File: src/rtl/csd_recoder_if.sv
// Valid/ready bundle between a coefficient source, the CSD recoder and a digit consumer.
// master: recoder view (accepts coefficients, produces digit beats).
// slave : environment view (supplies coefficients, consumes digit beats).
interface csd_recoder_if #(
    parameter int unsigned W  = 16,
    parameter int unsigned PW = $clog2(W),
    parameter int unsigned CW = $clog2(W + 1)
);
    logic                 in_valid;
    logic                 in_ready;
    logic signed [W-1:0]  coef;
    logic                 out_valid;
    logic                 out_ready;
    logic                 dig_nz;
    logic                 dig_neg;
    logic [PW-1:0]        dig_pos;
    logic                 out_last;
    logic [CW-1:0]        nz_count;

    modport master (
        input  in_valid, coef, out_ready,
        output in_ready, out_valid, dig_nz, dig_neg, dig_pos, out_last, nz_count
    );

    modport slave (
        output in_valid, coef, out_ready,
        input  in_ready, out_valid, dig_nz, dig_neg, dig_pos, out_last, nz_count
    );
endinterface

File: src/rtl/csd_recoder.sv
// Sequential canonical-signed-digit recoder: one W-bit coefficient in, CSD digits out LSB first.
// Optional build macro CSD_ZERO_SKIP_EN: emit only nonzero digits (a lone zero beat for coef 0).
module csd_recoder #(
    parameter int unsigned W  = 16,
    parameter int unsigned PW = $clog2(W),
    parameter int unsigned CW = $clog2(W + 1)
) (
    input  logic          clk,
    input  logic          rst,
    csd_recoder_if.master bus
);
    typedef enum logic {IDLE, RUN} state_t;

    state_t         state;
    logic [W-1:0]   sr;      // remaining coefficient bits, sr[0] is the bit of position pos
    logic           carry;
    logic [PW-1:0]  pos;
    logic           rdy_q;
    logic           ov_q;
    logic           nz_q;
    logic           neg_q;
    logic           last_q;
    logic [PW-1:0]  dpos_q;
    logic [CW-1:0]  cnt_q;

    logic [W-1:0]   src;
    logic           cin;
    logic           b_nz;
    logic           b_neg;
    logic           b_cout;
    logic [W-1:0]   nxt;
`ifdef CSD_ZERO_SKIP_EN
    logic           rem_zero;
`endif

    // Digit for the bit under examination: the incoming coef when idle, the shift register otherwise.
    always_comb begin
        src = sr;
        cin = carry;
        if (state == IDLE) begin
            src = bus.coef;
            cin = 1'b0;
        end
        b_nz   = src[0] ^ cin;
        b_neg  = b_nz & src[1];
        b_cout = (src[0] & cin) | b_neg;
        nxt    = {src[W-1], src[W-1:1]};
`ifdef CSD_ZERO_SKIP_EN
        // All higher digits are zero when the remaining value plus carry is 0 (or wraps to 0).
        rem_zero = ((nxt == '0) && !b_cout) || ((nxt == '1) && b_cout);
`endif
    end

    // in_ready is dropped for the reset cycle itself so nothing is accepted while rst is high.
    assign bus.in_ready  = rdy_q & ~rst;
    assign bus.out_valid = ov_q;
    assign bus.dig_nz    = nz_q;
    assign bus.dig_neg   = neg_q;
    assign bus.dig_pos   = dpos_q;
    assign bus.out_last  = last_q;
    assign bus.nz_count  = cnt_q;

    // Control FSM, recoding datapath and registered beat outputs.
    always_ff @(posedge clk) begin
        if (rst) begin
            state  <= IDLE;
            sr     <= '0;
            carry  <= 1'b0;
            pos    <= '0;
            rdy_q  <= 1'b1;
            ov_q   <= 1'b0;
            nz_q   <= 1'b0;
            neg_q  <= 1'b0;
            last_q <= 1'b0;
            dpos_q <= '0;
            cnt_q  <= '0;
        end else begin
            case (state)
                IDLE: begin
                    if (bus.in_valid) begin
                        state  <= RUN;
                        rdy_q  <= 1'b0;
                        sr     <= nxt;
                        carry  <= b_cout;
                        pos    <= PW'(1);
                        nz_q   <= b_nz;
                        neg_q  <= b_neg;
                        dpos_q <= '0;
                        cnt_q  <= CW'(b_nz);
`ifdef CSD_ZERO_SKIP_EN
                        ov_q   <= b_nz | rem_zero;
                        last_q <= rem_zero;
`else
                        ov_q   <= 1'b1;
                        last_q <= 1'b0;
`endif
                    end
                end
                RUN: begin
`ifdef CSD_ZERO_SKIP_EN
                    if (ov_q) begin
                        if (bus.out_ready) begin
                            if (last_q) begin
                                state  <= IDLE;
                                rdy_q  <= 1'b1;
                                nz_q   <= 1'b0;
                                neg_q  <= 1'b0;
                                dpos_q <= '0;
                                cnt_q  <= '0;
                                last_q <= 1'b0;
                            end
                            ov_q <= 1'b0;
                        end
                    end else begin
                        sr    <= nxt;
                        carry <= b_cout;
                        pos   <= pos + PW'(1);
                        if (b_nz) begin
                            ov_q   <= 1'b1;
                            nz_q   <= 1'b1;
                            neg_q  <= b_neg;
                            dpos_q <= pos;
                            last_q <= rem_zero;
                            cnt_q  <= cnt_q + CW'(1);
                        end
                    end
`else
                    if (bus.out_ready) begin
                        if (last_q) begin
                            state  <= IDLE;
                            rdy_q  <= 1'b1;
                            ov_q   <= 1'b0;
                            nz_q   <= 1'b0;
                            neg_q  <= 1'b0;
                            dpos_q <= '0;
                            cnt_q  <= '0;
                            last_q <= 1'b0;
                        end else begin
                            sr     <= nxt;
                            carry  <= b_cout;
                            pos    <= pos + PW'(1);
                            nz_q   <= b_nz;
                            neg_q  <= b_neg;
                            dpos_q <= pos;
                            last_q <= (pos == PW'(W - 1));
                            cnt_q  <= cnt_q + CW'(b_nz);
                        end
                    end
`endif
                end
                default: state <= IDLE;
            endcase
        end
    end
endmodule

File: src/flat_wrapper.sv
// flat-port wrapper written by rule: the top's interface ports become plain ports
module csd_recoder_flat 
#(
    parameter int unsigned W  = 16,
    parameter int unsigned PW = $clog2(W),
    parameter int unsigned CW = $clog2(W + 1)
)
  (clk, rst, bus_in_valid, bus_coef, bus_out_ready, bus_in_ready, bus_out_valid, bus_dig_nz, bus_dig_neg, bus_dig_pos, bus_out_last, bus_nz_count);
  csd_recoder_if #(.W(W), .PW(PW), .CW(CW)) bus_i ();
  input  logic clk;
  input  logic rst;
  input wire logic [$bits(bus_i.in_valid)-1:0] bus_in_valid;
  input wire logic [$bits(bus_i.coef)-1:0] bus_coef;
  input wire logic [$bits(bus_i.out_ready)-1:0] bus_out_ready;
  output wire logic [$bits(bus_i.in_ready)-1:0] bus_in_ready;
  output wire logic [$bits(bus_i.out_valid)-1:0] bus_out_valid;
  output wire logic [$bits(bus_i.dig_nz)-1:0] bus_dig_nz;
  output wire logic [$bits(bus_i.dig_neg)-1:0] bus_dig_neg;
  output wire logic [$bits(bus_i.dig_pos)-1:0] bus_dig_pos;
  output wire logic [$bits(bus_i.out_last)-1:0] bus_out_last;
  output wire logic [$bits(bus_i.nz_count)-1:0] bus_nz_count;
  assign bus_i.in_valid = bus_in_valid;
  assign bus_i.coef = bus_coef;
  assign bus_i.out_ready = bus_out_ready;
  assign bus_in_ready = bus_i.in_ready;
  assign bus_out_valid = bus_i.out_valid;
  assign bus_dig_nz = bus_i.dig_nz;
  assign bus_dig_neg = bus_i.dig_neg;
  assign bus_dig_pos = bus_i.dig_pos;
  assign bus_out_last = bus_i.out_last;
  assign bus_nz_count = bus_i.nz_count;
  csd_recoder #(.W(W), .PW(PW), .CW(CW)) u_core (.clk(clk), .rst(rst), .bus(bus_i));
endmodule
File: config.mk
export PLATFORM = sky130hd
export DESIGN_NAME = csd_recoder_flat
export DESIGN_NICKNAME = d
export VERILOG_FILES = /design/src/rtl/csd_recoder_if.sv /design/src/rtl/csd_recoder.sv /design/src/flat_wrapper.sv
export SDC_FILE = /design/constraint.sdc
export NUM_CORES = 1
export LEC_CHECK = 0
export BUFFER_PORTS_ARGS = -buffer_cell sky130_fd_sc_hd__buf_2
export CELL_PAD_IN_SITES_DETAIL_PLACEMENT = 0
export CELL_PAD_IN_SITES_GLOBAL_PLACEMENT = 2
export CORE_ASPECT_RATIO = 1.75
export CORE_MARGIN = 10
export CORE_UTILIZATION = 32
export CTS_CLUSTER_DIAMETER = 50
export DETAILED_ROUTE_END_ITERATION = 16
export MAX_ROUTING_LAYER = met4
export PLACE_DENSITY_LB_ADDON = 0.05
export SLEW_MARGIN = 20
export SYNTH_ARGS = -nofsm -noshare
export SYNTH_HDL_FRONTEND = slang
export SYNTH_SLANG_ARGS = --single-unit
File: constraint.sdc
create_clock -name clk -period 3.1 [get_ports clk]
set_input_delay 0.31 -clock clk [delete_from_list [all_inputs] [get_ports clk]]
set_output_delay 0.31 -clock clk [all_outputs]
set_load 0.02 [all_outputs]
==> results of run 1 <==
## per-stage QoR
stage          hold slack, ns  cells  power (mW)   util
6_report                0.278    251       0.964  0.376
5_1_grt                 0.289    251        1.02  0.376
4_1_cts                 0.268    251       0.979  0.376
3_5_place_dp            0.450    243       0.658  0.359
3_3_place_gp            0.447    243       0.655  0.359
2_1_floorplan           0.436    168       0.614      -
## final cells by class
cell class	count	area (um2)	area share
repair buffers	35	180	0.0980
inverters	1	3.75	0.00204
clock inverters	1	5.00	0.00272
clock buffers	7	76.3	0.0415
flip-flops and latches	35	701	0.381
multi-input cells	118	806	0.438
well taps	54	67.6	0.0367
## per-layer routing
layer / up-vias / share of wire / track usage
met5: - / 0 / -
met1: 662 / 0.42 / 0.124
met3: 6 / 0.041 / 0.0313
met2: 23 / 0.52 / 0.196
li1: 684 / - / -
met4: 0 / 0.014 / 0.0412
## worst max-delay path: stages, from the launching register on
cell	delay (ns)
sky130_fd_sc_hd__dfxtp_1	0.34
sky130_fd_sc_hd__buf_4	0.34
sky130_fd_sc_hd__and3b_1	0.76
sky130_fd_sc_hd__buf_4	0.33
sky130_fd_sc_hd__nor3_1	0.06
sky130_fd_sc_hd__a211oi_1	0.27
## worst min-delay path by stage
stage | to | start | slack, ns
5_1_grt | u_core.sr[14] | bus_coef[15] | 0.29
4_1_cts | u_core.sr[14] | bus_coef[15] | 0.27
3_5_place_dp | u_core.bus.dig_neg | u_core.bus.dig_neg | 0.45
3_3_place_gp | u_core.bus.dig_nz | u_core.bus.dig_nz | 0.45
2_1_floorplan | u_core.sr[14] | u_core.sr[14] | 0.44
6_report | u_core.sr[14] | bus_coef[15] | 0.28
## flip-flops by register name, summed over array words and instances, names as in the netlist
| register | cells |
|---|---|
| u_core.bus.dig_neg | 1 |
| u_core.bus.dig_nz | 1 |
| u_core.bus.dig_pos | 4 |
| u_core.bus.nz_count | 5 |
| u_core.bus.out_last | 1 |
| u_core.bus.out_valid | 1 |
| u_core.carry | 1 |
| u_core.pos | 4 |
| u_core.rdy_q | 1 |
| u_core.sr | 15 |
| u_core.state | 1 |
## cells by family (layout without fill, tap and decap cells)
kind of cell    after synthesis  count (layout)  share of synthesized area
simple gates                 51              51                      0.159
compound gates               45              45                      0.197
mux                          18              18                      0.118
fa+ha+maj                     4               4                     0.0313
buf+inv                      15              44                     0.0564
flops                        35              35                      0.439
## cells in the mapped netlist (all sizes together), types with 2 or more instances
master	instances	area [um2]
dfxtp	35	701
nor3	17	85.1
mux2i	15	154
a211oi	13	97.6
a21oi	11	55.1
buf	10	71.3
nand2	10	37.5
nor2	8	30.0
nand3	6	30.0
a22oi	5	37.5
clkbuf	4	15.0
ha	4	50.1
mux2	3	33.8
nor2b	3	21.3
o21ai	3	15.0
a311oi	2	17.5
a41oi	2	17.5
o211a	2	20.0
o31ai	2	15.0
or3	2	12.5
## power groups by stage
stage	clock [mW]	sequential, mW	combinational, mW
2_1_floorplan	0	0.506	0.108
3_3_place_gp	0	0.505	0.150
3_5_place_dp	0	0.505	0.153
4_1_cts	0.330	0.495	0.154
5_1_grt	0.350	0.498	0.171
6_report	0.319	0.494	0.151
## layout by cell type (no fill, tap or decap), types with 4 or more instances in the layout
cell and instances:
sky130_fd_sc_hd__clkbuf_8 5, sky130_fd_sc_hd__ha_1 4, sky130_fd_sc_hd__nor3_1 17, sky130_fd_sc_hd__a211oi_1 13, sky130_fd_sc_hd__buf_2 33, sky130_fd_sc_hd__nor2_1 8
sky130_fd_sc_hd__nand3_1 6, sky130_fd_sc_hd__a22oi_1 5, sky130_fd_sc_hd__nand2_1 10, sky130_fd_sc_hd__a21oi_1 11, sky130_fd_sc_hd__dfxtp_1 35, sky130_fd_sc_hd__mux2i_1 14
==> flow_summary.html, run 1 <==
<table>
<tr><th>Metric</th><th>Value</th></tr>
<tr><th colspan="2">Synthesis</th></tr>
<tr><td>Number of warnings printed during yosys synthesis</td><td>0</td></tr>
<tr><td>Asr flop ratio synth</td><td>0</td></tr>
<tr><td>Number of synthesized flops with an enable pin</td><td>0</td></tr>
<tr><td>Number of instances in the synthesized netlist</td><td>168</td></tr>
<tr><td>Synthesized area</td><td>1600 um2</td></tr>
<tr><td>Sequential-to-total area share from yosys stat</td><td>0.439</td></tr>
<tr><td>Post-synth top flop</td><td>sky130_fd_sc_hd__dfxtp_1</td></tr>
<tr><td>Synthesized netlist net count</td><td>192</td></tr>
<tr><td>Synth Area per Inst</td><td>9.50 um2</td></tr>
<tr><td>Register bit count reported by yosys</td><td>35</td></tr>
<tr><td>Number of distinct library cell variants in the gate-level netlist after synthesis</td><td>36</td></tr>
<tr><th colspan="2">Setup path</th></tr>
<tr><td>Element type at the critical path end</td><td>register</td></tr>
<tr><td>Endpoint of the lowest-slack register-to-register path</td><td>u_core.sr[6]</td></tr>
<tr><td>Category of the worst setup path launch point</td><td>register</td></tr>
<tr><td>Data required time of the critical path</td><td>3.29 ns</td></tr>
<tr><td>Worst setup slack for register-to-register paths</td><td>0.89 ns</td></tr>
<tr><td>Worst setup endpoint</td><td>u_core.sr[6]</td></tr>
<tr><td>Worst setup startpoint</td><td>u_core.state</td></tr>
<tr><td>Reg-to-reg critical path startpoint</td><td>u_core.state</td></tr>
<tr><td>Crit Path Category</td><td>reg -&gt; reg</td></tr>
<tr><td>Crit path max fanout</td><td>26</td></tr>
<tr><td>Register-to-Register Path Depth</td><td>5</td></tr>
<tr><td>Arrival time at the worst endpoint</td><td>2.41 ns</td></tr>
<tr><th colspan="2">STA</th></tr>
<tr><td>Period minus WS final</td><td>2.21 ns</td></tr>
<tr><td>Worst Max-Slew Pin Slew</td><td>1.00 ns</td></tr>
<tr><td>Sum Neg Setup Slack</td><td>0 ns</td></tr>
<tr><td>Clk_skew</td><td>0.00792 ns</td></tr>
<tr><td>Share of the cycle needed by the critical path after routing</td><td>0.714</td></tr>
<tr><td>Setup repair after global routing missed its margin</td><td>no</td></tr>
<tr><td>Final hold violations</td><td>0</td></tr>
<tr><td>Final setup fails</td><td>0</td></tr>
<tr><td>Max-slew violation total from the final report</td><td>0</td></tr>
<tr><td>Upper clock frequency limit</td><td>0.452 GHz</td></tr>
<tr><td>Final setup margin</td><td>0.885 ns</td></tr>
<tr><td>Relative slew margins</td><td>0.330</td></tr>
<tr><th colspan="2">Final layout</th></tr>
<tr><td>Number of diodes</td><td>0</td></tr>
<tr><td>Filler Cell Count</td><td>508</td></tr>
<tr><td>Synth-to-Final Area Change</td><td>15.2%</td></tr>
<tr><td>Fraction of final layout cells with drive strength greater than 1</td><td>0.239</td></tr>
<tr><td>Cell area after layout</td><td>1840 um2</td></tr>
<tr><td>Layout Nets</td><td>220</td></tr>
<tr><th colspan="2">Worst hold path</th></tr>
<tr><td>Hold depth</td><td>3</td></tr>
<tr><td>Path type of the worst min-delay path</td><td>in -&gt; reg</td></tr>
<tr><th colspan="2">Place</th></tr>
<tr><td>GPL Wtd Cong</td><td>0.775</td></tr>
<tr><td>Area after detailed placement</td><td>1760 um2</td></tr>
<tr><td>Half-perimeter wire length of the detailed placement result</td><td>3090 um</td></tr>
<tr><td>Count of buffers inserted at the top-level ports</td><td>33</td></tr>
<tr><td>Place WS</td><td>0.953 ns</td></tr>
<tr><th colspan="2">GRT</th></tr>
<tr><td>Global route overflow</td><td>0</td></tr>
<tr><td>Vias in the first global route</td><td>1490</td></tr>
<tr><td>Global routing usage summed across all routing layers</td><td>0.116</td></tr>
<tr><td>Initial antenna violation count</td><td>0</td></tr>
<tr><td>Maximum number of pins on one net before global-route repair</td><td>35</td></tr>
<tr><td>Wire length of the first global-routing pass</td><td>7510 um</td></tr>
<tr><th colspan="2">Floorplanning</th></tr>
<tr><td>Chip Width</td><td>73.4 um</td></tr>
<tr><td>Die outline height</td><td>113 um</td></tr>
<tr><td>Site Rows</td><td>34</td></tr>
<tr><td>Full die area</td><td>8330 um2</td></tr>
<tr><td>Core box area</td><td>4890 um2</td></tr>
<tr><td>I/O pins</td><td>34</td></tr>
<tr><td>Effective utilization at floorplan</td><td>0.326</td></tr>
<tr><th colspan="2">Pwr</th></tr>
<tr><td>Part of the power in the clock network</td><td>0.331</td></tr>
<tr><td>Max IR drop VDD</td><td>329 uV</td></tr>
<tr><td>Internal</td><td>697 uW</td></tr>
<tr><td>Portion of total power attributed to combinational logic</td><td>0.157</td></tr>
<tr><td>Leakage</td><td>0.760 nW</td></tr>
<tr><td>Sequential cell fraction of total power</td><td>0.512</td></tr>
<tr><td>Switching component of the power</td><td>267 uW</td></tr>
<tr><td>Pwr/cell area</td><td>524 nW/um2</td></tr>
<tr><td>Proportion of total power due to net switching</td><td>0.277</td></tr>
<tr><th colspan="2">Route</th></tr>
<tr><td>First-iteration detailed-routing DRC count</td><td>44</td></tr>
<tr><td>Routed wirelength normalized by instance count</td><td>18.0 um</td></tr>
<tr><td>DR pass1 iterations</td><td>4</td></tr>
<tr><td>Vias per Instance</td><td>5.48</td></tr>
<tr><td>Number of remaining DRC errors</td><td>0</td></tr>
<tr><td>Post-detailed-route count of antenna-violating nets</td><td>0</td></tr>
<tr><td>Total wire length after detailed routing</td><td>4510 um</td></tr>
<tr><td>Total number of vias</td><td>1375</td></tr>
<tr><th colspan="2">CTS</th></tr>
<tr><td>TritonCTS sink count</td><td>35</td></tr>
<tr><td>Number of CTS-inserted buffers</td><td>5</td></tr>
<tr><td># hold bufs at CTS</td><td>0</td></tr>
<tr><td>Post-CTS Resized</td><td>0</td></tr>
<tr><td>Post CTS Setup Buffer Count</td><td>0</td></tr>
<tr><td>H-tree levels</td><td>2</td></tr>
<tr><td>Source-to-sink clock delay at the later pin of the worst-skew pair</td><td>0.29 ns</td></tr>
<tr><td>Root buffer selected by CTS</td><td>sky130_fd_sc_hd__clkbuf_8</td></tr>
<tr><td>CTS tree</td><td>done</td></tr>
<tr><td>Bufs on Longest Clock Path</td><td>2</td></tr>
<tr><td>CTS clk-pin slew, worst paths</td><td>0.07 ns</td></tr>
<tr><th colspan="2">Run status</th></tr>
<tr><td>Result of the run</td><td>completed</td></tr>
<tr><th colspan="2">Flow run</th></tr>
<tr><td>Max-cap violations</td><td>0</td></tr>
</table>
Power figures use the tool's default switching activity.
==> inputs of run 2 (changes only) <==
CORE_UTILIZATION = 29   (was 32)
clock period = 1.8 ns   (was 3.1 ns; I/O delays follow)
==> flow_summary.html, run 2 (synthesis gave the netlist of run 1 again) <==
<table>
<tr><th>Metric</th><th>Value</th></tr>
<tr><th colspan="2">Route</th></tr>
<tr><td>Routed wirelength normalized by instance count</td><td>16.0 um (-11%)</td></tr>
<tr><td>Vias per Instance</td><td>4.94 (-9.9%)</td></tr>
<tr><td>Number of remaining DRC errors</td><td>0 (unchanged)</td></tr>
<tr><td>Post-detailed-route count of antenna-violating nets</td><td>0 (unchanged)</td></tr>
<tr><td>Total wire length after detailed routing</td><td>4440 um (-1.6%)</td></tr>
<tr><td>DR pass1 iterations</td><td>4 (unchanged)</td></tr>
<tr><td>Total number of vias</td><td>1372 (-0.22%)</td></tr>
<tr><td>First-iteration detailed-routing DRC count</td><td>64 (+45%)</td></tr>
<tr><th colspan="2">Setup path</th></tr>
<tr><td>Element type at the critical path end</td><td>register</td></tr>
<tr><td>Category of the worst setup path launch point</td><td>register</td></tr>
<tr><td>Worst setup startpoint</td><td>u_core.state</td></tr>
<tr><td>Crit path max fanout</td><td>5 (-81%)</td></tr>
<tr><td>Critical path buffer and inverter count</td><td>0 (-2)</td></tr>
<tr><td>Path length in cells of the critical path</td><td>7 (+2)</td></tr>
<tr><td>Arrival time at the worst endpoint</td><td>1.89 ns (-0.52 ns)</td></tr>
<tr><td>Critical path's most frequent cell</td><td>sky130_fd_sc_hd__ha_4</td></tr>
<tr><td>Top Family by Delay on Critical Path</td><td>adder cells</td></tr>
<tr><td>Register-to-Register Path Depth</td><td>7 (+2)</td></tr>
<tr><td>CP Cell Sequence</td><td>mux2_4, ha_4, ha_4, ha_4, nand3_2, nand2_1, a311oi_1</td></tr>
<tr><td>Reg-to-reg critical path startpoint</td><td>u_core.state</td></tr>
<tr><td>Slowest cell on crit path</td><td>sky130_fd_sc_hd__dfxtp_2</td></tr>
<tr><td>Crit Path Category</td><td>reg -&gt; reg</td></tr>
<tr><td>Biggest cell delay along the critical path</td><td>0.35 ns (-0.41 ns)</td></tr>
<tr><td>Data required time of the critical path</td><td>2.00 ns (-1.29 ns)</td></tr>
<tr><th colspan="2">Worst hold path</th></tr>
<tr><td>Hold path start</td><td>bus_coef[15]</td></tr>
<tr><td>Hold depth</td><td>3 (unchanged)</td></tr>
<tr><td>Path type of the worst min-delay path</td><td>in -&gt; reg</td></tr>
<tr><th colspan="2">Run status</th></tr>
<tr><td>Result of the run</td><td>completed</td></tr>
<tr><th colspan="2">Final layout</th></tr>
<tr><td>Fraction of final layout cells with drive strength greater than 1</td><td>0.289 (+0.0506)</td></tr>
<tr><td>Synth-to-Final Area Change</td><td>23.8%</td></tr>
<tr><td>Number of diodes</td><td>0 (unchanged)</td></tr>
<tr><td>Filler Cell Count</td><td>583 (+15%)</td></tr>
<tr><td>Register name with the most flops</td><td>u_core.sr</td></tr>
<tr><td>Fin cells</td><td>278 (+11%)</td></tr>
<tr><td>Most frequent standard cell in the layout excluding fill and tap cells</td><td>sky130_fd_sc_hd__dfxtp_1</td></tr>
<tr><td>Final core area utilization</td><td>0.373 (-0.00288)</td></tr>
<tr><td>Commonest non-fill, non-tap cells in the layout</td><td>sky130_fd_sc_hd__dfxtp_1, sky130_fd_sc_hd__buf_2, sky130_fd_sc_hd__nor3_1, sky130_fd_sc_hd__mux2i_1, sky130_fd_sc_hd__a211oi_1</td></tr>
<tr><td>Largest register FFs</td><td>15 (unchanged)</td></tr>
<tr><td>Layout Nets</td><td>227 (+3.2%)</td></tr>
<tr><td>Register Area</td><td>702 um2 (+0.18%)</td></tr>
<tr><td>Cell area after layout</td><td>1980 um2 (+7.5%)</td></tr>
<tr><td>Area of the multi-input gates</td><td>852 um2 (+5.7%)</td></tr>
<tr><th colspan="2">STA</th></tr>
<tr><td>Final setup fails</td><td>0 (unchanged)</td></tr>
<tr><td>Final hold slack</td><td>0.145 ns (-0.133 ns)</td></tr>
<tr><td>Relative slew margins</td><td>0.608 (+0.278)</td></tr>
<tr><td>Worst Max-Slew Pin Slew</td><td>0.587 ns (-0.414 ns)</td></tr>
<tr><td>Final hold violations</td><td>0 (unchanged)</td></tr>
<tr><td>Period minus WS final</td><td>1.69 ns (-0.527 ns)</td></tr>
<tr><td>Max-slew violation total from the final report</td><td>0 (unchanged)</td></tr>
<tr><td>Setup repair after global routing missed its margin</td><td>no</td></tr>
<tr><td>Clk_skew</td><td>0.00815 ns (+0.000230 ns)</td></tr>
<tr><td>Upper clock frequency limit</td><td>0.592 GHz (+31%)</td></tr>
<tr><td>Share of the cycle needed by the critical path after routing</td><td>0.938 (+0.223)</td></tr>
<tr><th colspan="2">Pwr</th></tr>
<tr><td>Overall Power</td><td>1.68 mW (+75%)</td></tr>
<tr><td>Portion of total power attributed to combinational logic</td><td>0.171 (+0.014)</td></tr>
<tr><td>Internal</td><td>1.22 mW (+76%)</td></tr>
<tr><td>Sequential cell fraction of total power</td><td>0.507 (-0.005)</td></tr>
<tr><td>Switching component of the power</td><td>459 uW (+72%)</td></tr>
<tr><td>Leakage</td><td>0.799 nW (+5.1%)</td></tr>
<tr><td>Pwr/cell area</td><td>852 nW/um2 (+63%)</td></tr>
<tr><td>Max IR drop VDD</td><td>342 uV (+3.9%)</td></tr>
<tr><td>Part of the power in the clock network</td><td>0.322 (-0.009)</td></tr>
<tr><td>Proportion of total power due to net switching</td><td>0.273 (-0.00433)</td></tr>
<tr><th colspan="2">CTS</th></tr>
<tr><td>Root buffer selected by CTS</td><td>sky130_fd_sc_hd__clkbuf_8</td></tr>
<tr><td>Bufs on Longest Clock Path</td><td>2 (unchanged)</td></tr>
<tr><td># hold bufs at CTS</td><td>0 (unchanged)</td></tr>
<tr><td>CTS tree</td><td>done</td></tr>
<tr><td>CTS clk-pin slew, worst paths</td><td>0.07 ns (about the same)</td></tr>
<tr><td>Post-CTS Resized</td><td>0 (unchanged)</td></tr>
<tr><td>TritonCTS sink count</td><td>35 (unchanged)</td></tr>
<tr><td>H-tree levels</td><td>2 (unchanged)</td></tr>
<tr><td>Number of CTS-inserted buffers</td><td>5 (unchanged)</td></tr>
<tr><td>Post CTS Setup Buffer Count</td><td>0 (unchanged)</td></tr>
<tr><td>Source-to-sink clock delay at the later pin of the worst-skew pair</td><td>0.28 ns (about the same)</td></tr>
<tr><th colspan="2">Floorplanning</th></tr>
<tr><td>Core box area</td><td>5300 um2 (+8.3%)</td></tr>
<tr><td>Die outline height</td><td>118 um (+4.2%)</td></tr>
<tr><td>I/O pins</td><td>34 (unchanged)</td></tr>
<tr><td>Site Rows</td><td>35 (+2.9%)</td></tr>
<tr><td>Effective utilization at floorplan</td><td>0.301 (-0.0250)</td></tr>
<tr><td>Full die area</td><td>8990 um2 (+8.0%)</td></tr>
<tr><td>Chip Width</td><td>76.1 um (+3.7%)</td></tr>
<tr><th colspan="2">GRT</th></tr>
<tr><td>Global routing usage summed across all routing layers</td><td>0.107 (-0.00861)</td></tr>
<tr><td>Vias in the first global route</td><td>1560 (+4.7%)</td></tr>
<tr><td>Wire length of the first global-routing pass</td><td>7730 um (+2.8%)</td></tr>
<tr><td>Initial antenna violation count</td><td>0 (unchanged)</td></tr>
<tr><td>Global route overflow</td><td>0 (unchanged)</td></tr>
<tr><td>Maximum number of pins on one net before global-route repair</td><td>24 (-31%)</td></tr>
<tr><th colspan="2">Place</th></tr>
<tr><td>Count of buffers inserted at the top-level ports</td><td>33 (unchanged)</td></tr>
<tr><td>Area after detailed placement</td><td>1900 um2 (+7.8%)</td></tr>
<tr><td>Half-perimeter wire length of the detailed placement result</td><td>3290 um (+6.5%)</td></tr>
<tr><td>GPL Wtd Cong</td><td>0.781 (+0.86%)</td></tr>
<tr><td>DP Cell Count</td><td>270 (+11%)</td></tr>
<tr><th colspan="2">Flow run</th></tr>
<tr><td>Max-cap violations</td><td>0 (unchanged)</td></tr>
</table>
run 2: per-layer routing:
metal | part of all wire | vias up | global-route usage
met5 | 0 | - | -
met4 | 0.017 | 0 | 0.0432
met1 | 0.40 | 638 | 0.106
met3 | 0.039 | 6 | 0.0281
met2 | 0.54 | 32 | 0.192
li1 | - | 696 | -
run 2: final cells by class:
class	instances	area share
flip-flops and latches	35	0.355
repair buffers	42	0.124
inverters	1	0.00190
clock inverters	1	0.00253
multi-input cells	118	0.431
clock buffers	7	0.0386
well taps	74	0.0468
run 2: power by group through the flow:
stage / registers [mW] / clock network, mW / logic, mW
detailed placement: 0.872 / 0 / 0.294
global placement: 0.871 / 0 / 0.290
floorplan: 0.874 / 0 / 0.203
CTS: 0.854 / 0.573 / 0.296
finish: 0.854 / 0.542 / 0.288
global route: 0.860 / 0.614 / 0.324
run 2: worst paths after layout:
check,end,slack [ns]
worst min-delay path,u_core.sr[14],0.14
worst max register to register,u_core.bus.nz_count[4],0.11
worst max-delay path,u_core.bus.nz_count[4],0.11
worst min register to register,u_core.bus.dig_neg,0.46
run 2: worst register-to-register path, stage by stage, from the launching register on:
cell and delay, ns:
sky130_fd_sc_hd__dfxtp_2 0.35, sky130_fd_sc_hd__mux2_4 0.32, sky130_fd_sc_hd__ha_4 0.25, sky130_fd_sc_hd__ha_4 0.17
sky130_fd_sc_hd__ha_4 0.17, sky130_fd_sc_hd__nand3_2 0.06, sky130_fd_sc_hd__nand2_1 0.04, sky130_fd_sc_hd__a311oi_1 0.24
run 2: per-stage QoR:
step                      setup TNS (ns)  setup slack [ns]
after floorplan                  -0.0640           -0.0361
after global placement                 0             0.144
after detailed placement               0             0.118
after CTS                              0             0.103
after global routing                   0            0.0413
final                                  0             0.112
==> inputs of run 3 (changes only) <==
CORE_UTILIZATION = 31   (was 29)
CTS_BUF_LIST = sky130_fd_sc_hd__clkbuf_8   (was unset)
GPL_ROUTABILITY_DRIVEN = 0   (was unset)
==> flow_summary.html, run 3 (synthesis gave the netlist of run 1 again) <==
<table>
<tr><th>Metric</th><th>Value</th></tr>
<tr><th colspan="2">Run status</th></tr>
<tr><td>Result of the run</td><td>completed</td></tr>
<tr><th colspan="2">STA</th></tr>
<tr><td>Upper clock frequency limit</td><td>0.593 GHz (+0.17%)</td></tr>
<tr><td>Final hold violations</td><td>0 (unchanged)</td></tr>
<tr><td>Share of the cycle needed by the critical path after routing</td><td>0.936 (-0.00160)</td></tr>
<tr><td>Worst Max-Slew Pin Slew</td><td>0.481 ns (-0.106 ns)</td></tr>
<tr><td>Final setup fails</td><td>0 (unchanged)</td></tr>
<tr><td>Relative slew margins</td><td>0.680 (+0.0716)</td></tr>
<tr><td>Final setup margin</td><td>0.115 ns (+0.00287 ns)</td></tr>
<tr><td>Max-slew violation total from the final report</td><td>0 (unchanged)</td></tr>
<tr><td>Clk_skew</td><td>0.00768 ns (-0.000468 ns)</td></tr>
<tr><td>Period minus WS final</td><td>1.69 ns (-0.00287 ns)</td></tr>
<tr><td>Setup repair after global routing missed its margin</td><td>no</td></tr>
<tr><th colspan="2">Pwr</th></tr>
<tr><td>Pwr/cell area</td><td>881 nW/um2 (+3.5%)</td></tr>
<tr><td>Leakage</td><td>0.798 nW (-0.13%)</td></tr>
<tr><td>Max IR drop VDD</td><td>507 uV (+48%)</td></tr>
<tr><th colspan="2">Setup path</th></tr>
<tr><td>Category of the worst setup path launch point</td><td>register</td></tr>
<tr><td>Slowest cell on crit path</td><td>sky130_fd_sc_hd__dfxtp_2</td></tr>
<tr><td>Element type at the critical path end</td><td>register</td></tr>
<tr><td>Data required time of the critical path</td><td>1.99 ns (about the same)</td></tr>
<tr><td>Biggest cell delay along the critical path</td><td>0.35 ns (about the same)</td></tr>
<tr><td>Critical path buffer and inverter count</td><td>0 (unchanged)</td></tr>
<tr><td>Crit Path Category</td><td>reg -&gt; reg</td></tr>
<tr><td>Critical path's most frequent cell</td><td>sky130_fd_sc_hd__ha_4</td></tr>
<tr><td>Crit path max fanout</td><td>5 (unchanged)</td></tr>
<tr><td>CP Cell Sequence</td><td>mux2_4, ha_4, ha_4, ha_4, nand3_2, nand2_1, a311oi_1</td></tr>
<tr><td>Top Family by Delay on Critical Path</td><td>adder cells</td></tr>
<tr><td>Arrival time at the worst endpoint</td><td>1.88 ns (about the same)</td></tr>
<tr><th colspan="2">CTS</th></tr>
<tr><td>CTS tree</td><td>done</td></tr>
<tr><td>TritonCTS sink count</td><td>35 (unchanged)</td></tr>
<tr><td>H-tree levels</td><td>2 (unchanged)</td></tr>
<tr><td>Bufs on Longest Clock Path</td><td>2 (unchanged)</td></tr>
<tr><td>Post CTS Setup Buffer Count</td><td>0 (unchanged)</td></tr>
<tr><td>Root buffer selected by CTS</td><td>sky130_fd_sc_hd__clkbuf_8</td></tr>
<tr><td>Number of CTS-inserted buffers</td><td>5 (unchanged)</td></tr>
<tr><td># hold bufs at CTS</td><td>0 (unchanged)</td></tr>
<tr><td>Post-CTS Resized</td><td>0 (unchanged)</td></tr>
<tr><td>Source-to-sink clock delay at the later pin of the worst-skew pair</td><td>0.29 ns (about the same)</td></tr>
<tr><td>CTS clk-pin slew, worst paths</td><td>0.07 ns (about the same)</td></tr>
<tr><th colspan="2">GRT</th></tr>
<tr><td>Initial antenna violation count</td><td>0 (unchanged)</td></tr>
<tr><td>Vias in the first global route</td><td>1416 (-9.2%)</td></tr>
<tr><td>Global routing usage summed across all routing layers</td><td>0.113 (+0.00562)</td></tr>
<tr><td>Maximum number of pins on one net before global-route repair</td><td>25 (+4.2%)</td></tr>
<tr><td>Wire length of the first global-routing pass</td><td>7290 um (-5.7%)</td></tr>
<tr><td>Global route overflow</td><td>0 (unchanged)</td></tr>
<tr><th colspan="2">Floorplanning</th></tr>
<tr><td>Chip Width</td><td>74.3 um (-2.4%)</td></tr>
<tr><td>I/O pins</td><td>34 (unchanged)</td></tr>
<tr><td>Effective utilization at floorplan</td><td>0.321 (+0.0195)</td></tr>
<tr><td>Site Rows</td><td>34 (-2.9%)</td></tr>
<tr><td>Core box area</td><td>4980 um2 (-6.1%)</td></tr>
<tr><td>Full die area</td><td>8530 um2 (-5.1%)</td></tr>
<tr><td>Die outline height</td><td>115 um (-2.7%)</td></tr>
<tr><th colspan="2">Final layout</th></tr>
<tr><td>Commonest non-fill, non-tap cells in the layout</td><td>sky130_fd_sc_hd__dfxtp_1, sky130_fd_sc_hd__buf_2, sky130_fd_sc_hd__nor3_1, sky130_fd_sc_hd__mux2i_1, sky130_fd_sc_hd__a211oi_1</td></tr>
<tr><td>Fraction of final layout cells with drive strength greater than 1</td><td>0.302 (+0.0128)</td></tr>
<tr><td>Most frequent standard cell in the layout excluding fill and tap cells</td><td>sky130_fd_sc_hd__dfxtp_1</td></tr>
<tr><td>Largest register FFs</td><td>15 (unchanged)</td></tr>
<tr><td>Register name with the most flops</td><td>u_core.sr</td></tr>
<tr><td>Fin cells</td><td>256 (-7.9%)</td></tr>
<tr><td>Layout Nets</td><td>226 (-0.44%)</td></tr>
<tr><td>Synth-to-Final Area Change</td><td>21.9%</td></tr>
<tr><td>Filler Cell Count</td><td>517 (-11%)</td></tr>
<tr><td>Number of diodes</td><td>0 (unchanged)</td></tr>
<tr><th colspan="2">Route</th></tr>
<tr><td>Total wire length after detailed routing</td><td>4550 um (+2.5%)</td></tr>
<tr><td>Post-detailed-route count of antenna-violating nets</td><td>0 (unchanged)</td></tr>
<tr><td>DR pass1 iterations</td><td>4 (unchanged)</td></tr>
<tr><td>Total number of vias</td><td>1387 (+1.1%)</td></tr>
<tr><td>Number of remaining DRC errors</td><td>0 (unchanged)</td></tr>
<tr><td>Routed wirelength normalized by instance count</td><td>17.8 um (+11%)</td></tr>
<tr><td>First-iteration detailed-routing DRC count</td><td>85 (+33%)</td></tr>
<tr><td>Vias per Instance</td><td>5.42 (+9.8%)</td></tr>
<tr><th colspan="2">Place</th></tr>
<tr><td>Half-perimeter wire length of the detailed placement result</td><td>3260 um (-0.89%)</td></tr>
<tr><td>Place WS</td><td>0.0931 ns (-0.0245 ns)</td></tr>
<tr><td>Count of buffers inserted at the top-level ports</td><td>33 (unchanged)</td></tr>
<tr><td>DP Cell Count</td><td>249 (-7.8%)</td></tr>
<tr><th colspan="2">Worst hold path</th></tr>
<tr><td>Path type of the worst min-delay path</td><td>in -&gt; reg</td></tr>
<tr><th colspan="2">Flow run</th></tr>
<tr><td>Max-cap violations</td><td>0 (unchanged)</td></tr>
</table>
## run 3: worst reg2reg max path: stages, from the launching register on
cell and delay (ns):
sky130_fd_sc_hd__dfxtp_2 0.35, sky130_fd_sc_hd__mux2_4 0.31, sky130_fd_sc_hd__ha_4 0.24, sky130_fd_sc_hd__ha_4 0.18, sky130_fd_sc_hd__ha_4 0.17, sky130_fd_sc_hd__nand3_2 0.06
sky130_fd_sc_hd__nand2_1 0.04, sky130_fd_sc_hd__a311oi_1 0.24
## run 3: final timing paths
kind,start,to,slack (ns),cells past startpoint
setup reg to reg,u_core.state,u_core.bus.nz_count[4],0.11,7
hold / removal,bus_coef[15],u_core.sr[14],0.14,3
setup / recovery,u_core.state,u_core.bus.nz_count[4],0.11,7
hold reg to reg,u_core.bus.dig_nz,u_core.bus.dig_nz,0.46,2
## run 3: metal layers
layer	part of all wire	vias to the layer above	GRT usage
met2	0.54	37	0.193
met4	0.017	0	0.0441
met3	0.055	6	0.0293
li1	-	695	-
met5	0	-	-
met1	0.39	649	0.118
## run 3: power by group
group          switching [mW]  internal, mW
Clock                   0.276         0.300
Sequential             0.0296         0.824
Combinational           0.160         0.125
## run 3: final cells by class
cell class,instances,area (um2),share of cell area
clock buffer,6,82.6,0.0424
clock inverter,1,5.00,0.00257
inverter,1,3.75,0.00193
multi-input combinational,118,860,0.442
sequential,35,702,0.361
tap,54,67.6,0.0347
timing repair buffer,41,225,0.116
## run 3: through the flow
step                      TNS, ns  hold slack, ns  cell area, um2  utilization  total power, mW
after global placement          0           0.443            1850        0.372             1.15
after global routing            0           0.164            1950        0.391             1.81
after CTS                       0           0.128            1940        0.389             1.74
after detailed placement        0           0.438            1850        0.372             1.16
after floorplan           -0.0640           0.316            1660            -             1.08
final                           0           0.136            1950        0.391             1.71
